[src/rtl/nzcv_flag_if.sv]
// ALU-side bus of the NZCV flag unit: update, save/restore, condition query and results.
interface nzcv_flag_if #(
  parameter int WIDTH   = 32,
  parameter int NUM_CTX = 4
);
  localparam int CTX_W = (NUM_CTX > 1) ? $clog2(NUM_CTX) : 1;

  logic             valid_in;
  logic [CTX_W-1:0] ctx_sel;
  logic [3:0]       op_code;
  logic             s_flag;
  logic [WIDTH-1:0] in1;
  logic [WIDTH-1:0] in2;
  logic [WIDTH-1:0] result;
  logic             save;
  logic             restore;
  logic [CTX_W-1:0] cond_ctx;
  logic [3:0]       cond_code;
  logic [3:0]       flags_out;
  logic             flags_vld;
  logic             cond_pass;

  modport master (
    output valid_in, ctx_sel, op_code, s_flag, in1, in2, result,
           save, restore, cond_ctx, cond_code,
    input  flags_out, flags_vld, cond_pass
  );

  modport slave (
    input  valid_in, ctx_sel, op_code, s_flag, in1, in2, result,
           save, restore, cond_ctx, cond_code,
    output flags_out, flags_vld, cond_pass
  );
endinterface

[src/rtl/nzcv_flag_unit.sv]
// Per-context NZCV flag registers with one-deep shadows, plus condition-code evaluation
// that sees the value being written this cycle.
module nzcv_flag_unit #(
  parameter int WIDTH   = 32,
  parameter int NUM_CTX = 4
) (
  input  logic        clk,
  input  logic        rst_n,
  nzcv_flag_if.slave  bus
);
  localparam int CTX_W = (NUM_CTX > 1) ? $clog2(NUM_CTX) : 1;
  localparam int DEPTH = 1 << CTX_W;
  localparam logic [CTX_W:0] CTX_LIM = (CTX_W+1)'(NUM_CTX);

  localparam logic [3:0] OP_ADD = 4'b0000;
  localparam logic [3:0] OP_SUB = 4'b0001;
  localparam logic [3:0] OP_LD  = 4'b1011;
  localparam logic [3:0] OP_NF  = 4'b1111;

  // Flag vector layout: {N, Z, C, V}
  logic [3:0] live_q   [DEPTH];
  logic [3:0] live_d   [DEPTH];
  logic [3:0] shadow_q [DEPTH];
  logic [3:0] shadow_d [DEPTH];
  logic [3:0] flags_out_q;
  logic       flags_vld_q;

  logic       ctx_ok, cond_ok;
  logic       is_add, is_sub, is_ld, is_nf;
  logic       upd, wr_live;
  logic       in1_s, in2_s, res_s;
  logic       cur_c, cur_v;
  logic [3:0] new_f;
  logic [3:0] eval_f;

  function automatic logic cond_eval(input logic [3:0] code, input logic [3:0] f);
    logic n, z, c, v;
    {n, z, c, v} = f;
    case (code)
      4'h0: cond_eval = z;
      4'h1: cond_eval = !z;
      4'h2: cond_eval = c;
      4'h3: cond_eval = !c;
      4'h4: cond_eval = n;
      4'h5: cond_eval = !n;
      4'h6: cond_eval = v;
      4'h7: cond_eval = !v;
      4'h8: cond_eval = c && !z;
      4'h9: cond_eval = !c || z;
      4'hA: cond_eval = (n == v);
      4'hB: cond_eval = (n != v);
      4'hC: cond_eval = !z && (n == v);
      4'hD: cond_eval = z || (n != v);
      4'hE: cond_eval = 1'b1;
      default: cond_eval = 1'b0;
    endcase
  endfunction

  always_comb begin
    ctx_ok  = ({1'b0, bus.ctx_sel}  < CTX_LIM);
    cond_ok = ({1'b0, bus.cond_ctx} < CTX_LIM);
    is_add  = (bus.op_code == OP_ADD);
    is_sub  = (bus.op_code == OP_SUB);
    is_ld   = (bus.op_code == OP_LD);
    is_nf   = (bus.op_code == OP_NF);
    upd     = bus.valid_in && ctx_ok && !is_nf && (is_ld || bus.s_flag);
    // restore wins over a same-cycle update to the same context
    wr_live = upd && !bus.restore;
    in1_s   = bus.in1[WIDTH-1];
    in2_s   = bus.in2[WIDTH-1];
    res_s   = bus.result[WIDTH-1];
    cur_c   = live_q[bus.ctx_sel][1];
    cur_v   = live_q[bus.ctx_sel][0];

    new_f = 4'b0000;
    if (is_ld) begin
      new_f = 4'(bus.result);
    end else begin
      new_f[3] = res_s;
      new_f[2] = (bus.result == '0);
      new_f[1] = is_add ? (bus.result < bus.in1) :
                 is_sub ? (bus.in1 >= bus.in2)   : cur_c;
      new_f[0] = is_add ? ((in1_s == in2_s) && (res_s != in1_s)) :
                 is_sub ? ((in1_s != in2_s) && (res_s != in1_s)) : cur_v;
    end
  end

  // save and restore both read pre-edge values, so asserting both swaps live and shadow
  always_comb begin
    for (int i = 0; i < DEPTH; i++) begin
      live_d[i]   = live_q[i];
      shadow_d[i] = shadow_q[i];
      if (ctx_ok && (CTX_W'(i) == bus.ctx_sel)) begin
        if (bus.save)    shadow_d[i] = live_q[i];
        if (bus.restore) live_d[i]   = shadow_q[i];
        else if (upd)    live_d[i]   = new_f;
      end
    end
  end

  // Next-state value of the queried context gives same-cycle bypass for dependent ops
  always_comb begin
    eval_f        = live_d[bus.cond_ctx];
    bus.cond_pass = cond_ok && cond_eval(bus.cond_code, eval_f);
  end

  always_ff @(posedge clk or negedge rst_n) begin
    if (!rst_n) begin
      for (int i = 0; i < DEPTH; i++) begin
        live_q[i]   <= 4'b0000;
        shadow_q[i] <= 4'b0000;
      end
      flags_out_q <= 4'b0000;
      flags_vld_q <= 1'b0;
    end else begin
      for (int i = 0; i < DEPTH; i++) begin
        live_q[i]   <= live_d[i];
        shadow_q[i] <= shadow_d[i];
      end
      if (wr_live) flags_out_q <= new_f;
      flags_vld_q <= wr_live;
    end
  end

  assign bus.flags_out = flags_out_q;
  assign bus.flags_vld = flags_vld_q;
endmodule

[src/flat_wrapper.sv]
// flat-port wrapper written by rule: the top's interface ports become plain ports
module nzcv_flag_unit_flat 
#(
  parameter int WIDTH   = 32,
  parameter int NUM_CTX = 4
)
  (clk, rst_n, bus_valid_in, bus_ctx_sel, bus_op_code, bus_s_flag, bus_in1, bus_in2, bus_result, bus_save, bus_restore, bus_cond_ctx, bus_cond_code, bus_flags_out, bus_flags_vld, bus_cond_pass);
  nzcv_flag_if #(.WIDTH(WIDTH), .NUM_CTX(NUM_CTX)) bus_i ();
  input  logic clk;
  input  logic rst_n;
  input wire logic [$bits(bus_i.valid_in)-1:0] bus_valid_in;
  input wire logic [$bits(bus_i.ctx_sel)-1:0] bus_ctx_sel;
  input wire logic [$bits(bus_i.op_code)-1:0] bus_op_code;
  input wire logic [$bits(bus_i.s_flag)-1:0] bus_s_flag;
  input wire logic [$bits(bus_i.in1)-1:0] bus_in1;
  input wire logic [$bits(bus_i.in2)-1:0] bus_in2;
  input wire logic [$bits(bus_i.result)-1:0] bus_result;
  input wire logic [$bits(bus_i.save)-1:0] bus_save;
  input wire logic [$bits(bus_i.restore)-1:0] bus_restore;
  input wire logic [$bits(bus_i.cond_ctx)-1:0] bus_cond_ctx;
  input wire logic [$bits(bus_i.cond_code)-1:0] bus_cond_code;
  output wire logic [$bits(bus_i.flags_out)-1:0] bus_flags_out;
  output wire logic [$bits(bus_i.flags_vld)-1:0] bus_flags_vld;
  output wire logic [$bits(bus_i.cond_pass)-1:0] bus_cond_pass;
  assign bus_i.valid_in = bus_valid_in;
  assign bus_i.ctx_sel = bus_ctx_sel;
  assign bus_i.op_code = bus_op_code;
  assign bus_i.s_flag = bus_s_flag;
  assign bus_i.in1 = bus_in1;
  assign bus_i.in2 = bus_in2;
  assign bus_i.result = bus_result;
  assign bus_i.save = bus_save;
  assign bus_i.restore = bus_restore;
  assign bus_i.cond_ctx = bus_cond_ctx;
  assign bus_i.cond_code = bus_cond_code;
  assign bus_flags_out = bus_i.flags_out;
  assign bus_flags_vld = bus_i.flags_vld;
  assign bus_cond_pass = bus_i.cond_pass;
  nzcv_flag_unit #(.WIDTH(WIDTH), .NUM_CTX(NUM_CTX)) u_core (.clk(clk), .rst_n(rst_n), .bus(bus_i));
endmodule
[config.mk]
export PLATFORM = sky130hd
export DESIGN_NAME = nzcv_flag_unit_flat
export DESIGN_NICKNAME = d
export VERILOG_FILES = /design/src/rtl/nzcv_flag_if.sv /design/src/rtl/nzcv_flag_unit.sv /design/src/flat_wrapper.sv
export SDC_FILE = /design/constraint.sdc
export NUM_CORES = 1
export LEC_CHECK = 0
export BUFFER_PORTS_ARGS = -buffer_cell sky130_fd_sc_hd__buf_4
export CAP_MARGIN = 20
export CORE_MARGIN = 10
export CORE_UTILIZATION = 46
export CTS_BUF_LIST = sky130_fd_sc_hd__clkbuf_16
export DETAILED_ROUTE_END_ITERATION = 8
export HOLD_SLACK_MARGIN = 0.05
export PLACE_DENSITY = 0.8
export SYNTH_ARGS = -nofsm -noshare
export SYNTH_HDL_FRONTEND = slang
export SYNTH_SLANG_ARGS = --single-unit
export TNS_END_PERCENT = 50
[constraint.sdc]
create_clock -name clk -period 3.29 [get_ports clk]
set_clock_uncertainty 0.05 [all_clocks]
set_input_delay 0.329 -clock clk [delete_from_list [all_inputs] [get_ports clk]]
set_output_delay 0.329 -clock clk [all_outputs]
set_load 0.005 [all_outputs]
==> parameters.txt <==
Parameter                              Value

Outcome
  Status    finished with violations
  Violations in the final reports    setup timing

Power and ir drop
  Tot Pwr    1.95 mW
  Proportion of total power due to net switching    0.316
  Logic gate share of total power    0.393
  Max rail drop VDD    between 0.0003 and 0.0004 V
  Sw power    approximately 0.6 mW
  Sequential Power Share    0.324
  P_int    1.33 mW
  Clock network power share    0.283
  Static power due to leakage    just over 3 nW
  Total power density per cell area    between 300 and 400 nW/um^2

Clock tree
  Clock transition at the registers of the reported paths    60 ps
  Number of sinks handled by clock tree synthesis    37
  Clock Root Buffer    sky130_fd_sc_hd__clkbuf_16
  Clock tree from TritonCTS    built
  Clock Tree Buf Depth    2
  Clock latency on the worst-skew pair    about 300 ps
  Count of H-tree levels built during CTS    2
  Num CTS Buffers    5

Floorplan
  Die extent in y    ~110 um
  Number of rows created at floorplan    32
  Initial Util    0.482
  Die ar.    around 12,000 um^2
  Chip Width    around 110 um
  Num ports    120
  CORE AREA    7850 um^2

Timing
  Hold Fails Final Rpt    0
  Max-slew violations    0
  Min Tclk post-route    3470 ps
  Final WS setup    -181 ps
  Setup repair after global routing missed its margin    true
  Max-slew headroom at the worst pin    0.682
  Upper clock frequency limit    288 MHz
  Final count of negative-setup-slack endpoints    1
  Share of the clock period used by the worst path after layout    1.06
  Actual slew at the worst max-slew pin    approximately 480 ps

Final layout
  Number of nets in the finished design    between 700 and 800
  Leading cell types in the layout, fill and taps excluded    174 x sky130_fd_sc_hd__buf_4, 73 x sky130_fd_sc_hd__inv_1, 56 x sky130_fd_sc_hd__ha_1, 44 x sky130_fd_sc_hd__nand2_1, 37 x sky130_fd_sc_hd__dfrtp_1
  Most common cell after layout, fill and taps aside    sky130_fd_sc_hd__buf_4
  Share of post-route cells with drive strength above 1    0.383
  Area grow syn2layout    49.2%
  Ant diodes    0
  Utilization after layout    0.718

Logic synthesis
  Fraction of registers with async set/reset    1.00
  Count of flip-flops with a built-in enable after synthesis    0
  Seq cells post-synth    37
  Post-synthesis cell type with the largest combined area    sky130_fd_sc_hd__dfrtp_1
  Sequential element share of the synthesized area    0.245
  Warnings from Yosys    0
  Synth Area per Inst    roughly 8.6 um^2
  Share of the synthesized area in the top cell type    0.245
  Net count of the mapped netlist    617
  Most area-consuming cells after synthesis    sky130_fd_sc_hd__dfrtp_1 25%, sky130_fd_sc_hd__ha_1 21%, sky130_fd_sc_hd__inv_1 7.4%, sky130_fd_sc_hd__mux2_2 5.1%, sky130_fd_sc_hd__nand2_1 4.4%
  Count of different cell masters after synthesis    54
  Post-Syn Area    3780 um^2
  Most used flip-flop cell after synthesis    sky130_fd_sc_hd__dfrtp_1
  Gate count after technology mapping    440

Drt
  Routed wire length    13.4 mm
  ANT nets after route    0
  Length of the first detailed-routing pass in iterations    5
  Ratio of routed vias to standard cells    5.84
  DRC violations left    0
  Count of vias placed by the detailed router    ~4,200
  Routed length per placed instance    between 15 and 20 um
  Iteration-0 DRC count of the detailed router    around 250

Setup path
  Slowest cell delay on critical path    490 ps
  Cell Chain, Critical Path    mux4_2, o21ai_0, a21oi_2, buf_6, a221oi_4, mux4_2, buf_4, mux2i_1, a31oi_1, o311a_1, nand4_1, buf_4
  Kind of critical path    flip-flop to output pin
  Worst-path fanout max    5
  Arrival @ worst endpoint    between 3000 and 4000 ps
  Type of element capturing the critical path    output pin
  Required time worst endpoint    roughly 2900 ps
  Critical Path Slowest Stage Cell    sky130_fd_sc_hd__mux4_2
  Nature of the critical path startpoint    flip-flop

Flow run
  Number of maximum-capacitance constraint violations    0

Placed design
  GPL Wtd Cong    ~0.98
  Worst slack at placement    -276 ps
  Estimated wirelength of the detail-placed design    10.5 mm
  Number of I/O port buffers    119

Global route
  Aggregate global routing overflow    0
  All-Layer GR Usage    0.209
  Antenna violations before repair    0
  Vias in the first global route    about 4,600
  Wire length of the first global-routing pass    ~22 mm
  Largest net degree at the start of global routing    38

Hold path
  Tightest Hold Check Type    input port to flip-flop
[power by group through the flow]
stage                     clock [mW]  combinational [mW]  sequential, mW
final                          0.551               0.764           0.630
after global routing           0.570               0.838           0.640
after CTS                      0.553               0.732           0.625
after detailed placement           0               0.683           0.629
after global placement             0               0.656           0.622
after floorplan                    0               0.373           0.609
[synthesized netlist by cell type, drive strengths merged, types with 4 or more instances]
master and number:
nor3 5, dfrtp 37, o21ai 16, a221oi 10, mux2 17, nand4 14, ha 63, a211o 5
o211ai 6, nand2 44, a22o 6, nor4 10, and3 6, nor2 12, mux4 5, inv 74
clkbuf 6, a31oi 4, a21boi 4, nand3 7, a21o 11, a211oi 4, a21oi 28, mux2i 6
nand2b 4
[path summary, 6_finish.rpt]
path,from,to,slack [ps],cells after the start
worst min register to register,u_core.bus.flags_out[1],u_core.bus.flags_out[1],430,2
min in group asynchronous,rst_n,u_core.live_q[2],490,2
worst max register to register,u_core.live_q[1],u_core.live_q[5],760,9
worst max-delay path,u_core.live_q[8],bus_cond_pass,-180,12
max in group asynchronous,rst_n,u_core.shadow_q[11],2370,2
worst min-delay path,bus_restore,u_core.live_q[13],430,4
[metrics by stage]
stage	cells	TNS (ps)	instance area [um^2]	hold WS, ps
global placement	701	-213	5130	262
global route	721	-295	5640	464
finish	721	-181	5640	429
CTS	720	-85.0	5580	434
detailed placement	701	-276	5130	271
floorplan	440	0	3780	-16.6
[registers in the layout, summed over array words and instances (netlist names)]
| register | flops |
|---|---|
| u_core.live_q | 16 |
| u_core.shadow_q | 16 |
| u_core.bus.flags_out | 4 |
| u_core.bus.flags_vld | 1 |
[worst max-delay path, delay by kind of cell (launching register included)]
family          cells  cell delay [ps]
buf+inv             3              430
compound gates      5              930
mux                 3              890
flops               1              430
simple gates        1              110
[logic make-up (layout without fill, tap and decap cells)]
group | Yosys count | after routing | synth area share
flops | 37 | 37 | 0.245
compound gates | 105 | 105 | 0.191
buf+inv | 83 | 262 | 0.0834
xor+xnor | 3 | 3 | 0.00695
mux | 28 | 28 | 0.0964
simple gates | 121 | 121 | 0.169
fa+ha+maj | 63 | 63 | 0.209
[final cells by class]
class	count	area, um^2
Multi-Input combinational cell	320	2770
Sequential cell	37	926
Timing Repair Buffer	180	1370
Clock buffer	5	125
Inverter	74	278
Tap cell	102	128
Clock inverter	3	42.5
Fill cell	561	2210
[layer usage]
layer | share of wire | wire length [um] | vias to the layer above | global-route usage
li1 | - | - | 1956 | -
met1 | 0.42 | 5640 | 2029 | 0.245
met2 | 0.50 | 6680 | 194 | 0.372
met3 | 0.057 | 762 | 32 | 0.0335
met4 | 0.025 | 332 | 0 | 0.0769
met5 | 0 | 0 | - | 0
[timing repair]
item	in CTS	in global routing
setup endpoints to repair	1	1
pin swaps	28	2
setup buffers	12	1
hold buffers	1	0
hold endpoints to repair	37	0
resized for setup	31	7
(Power assumes the default switching activity.)
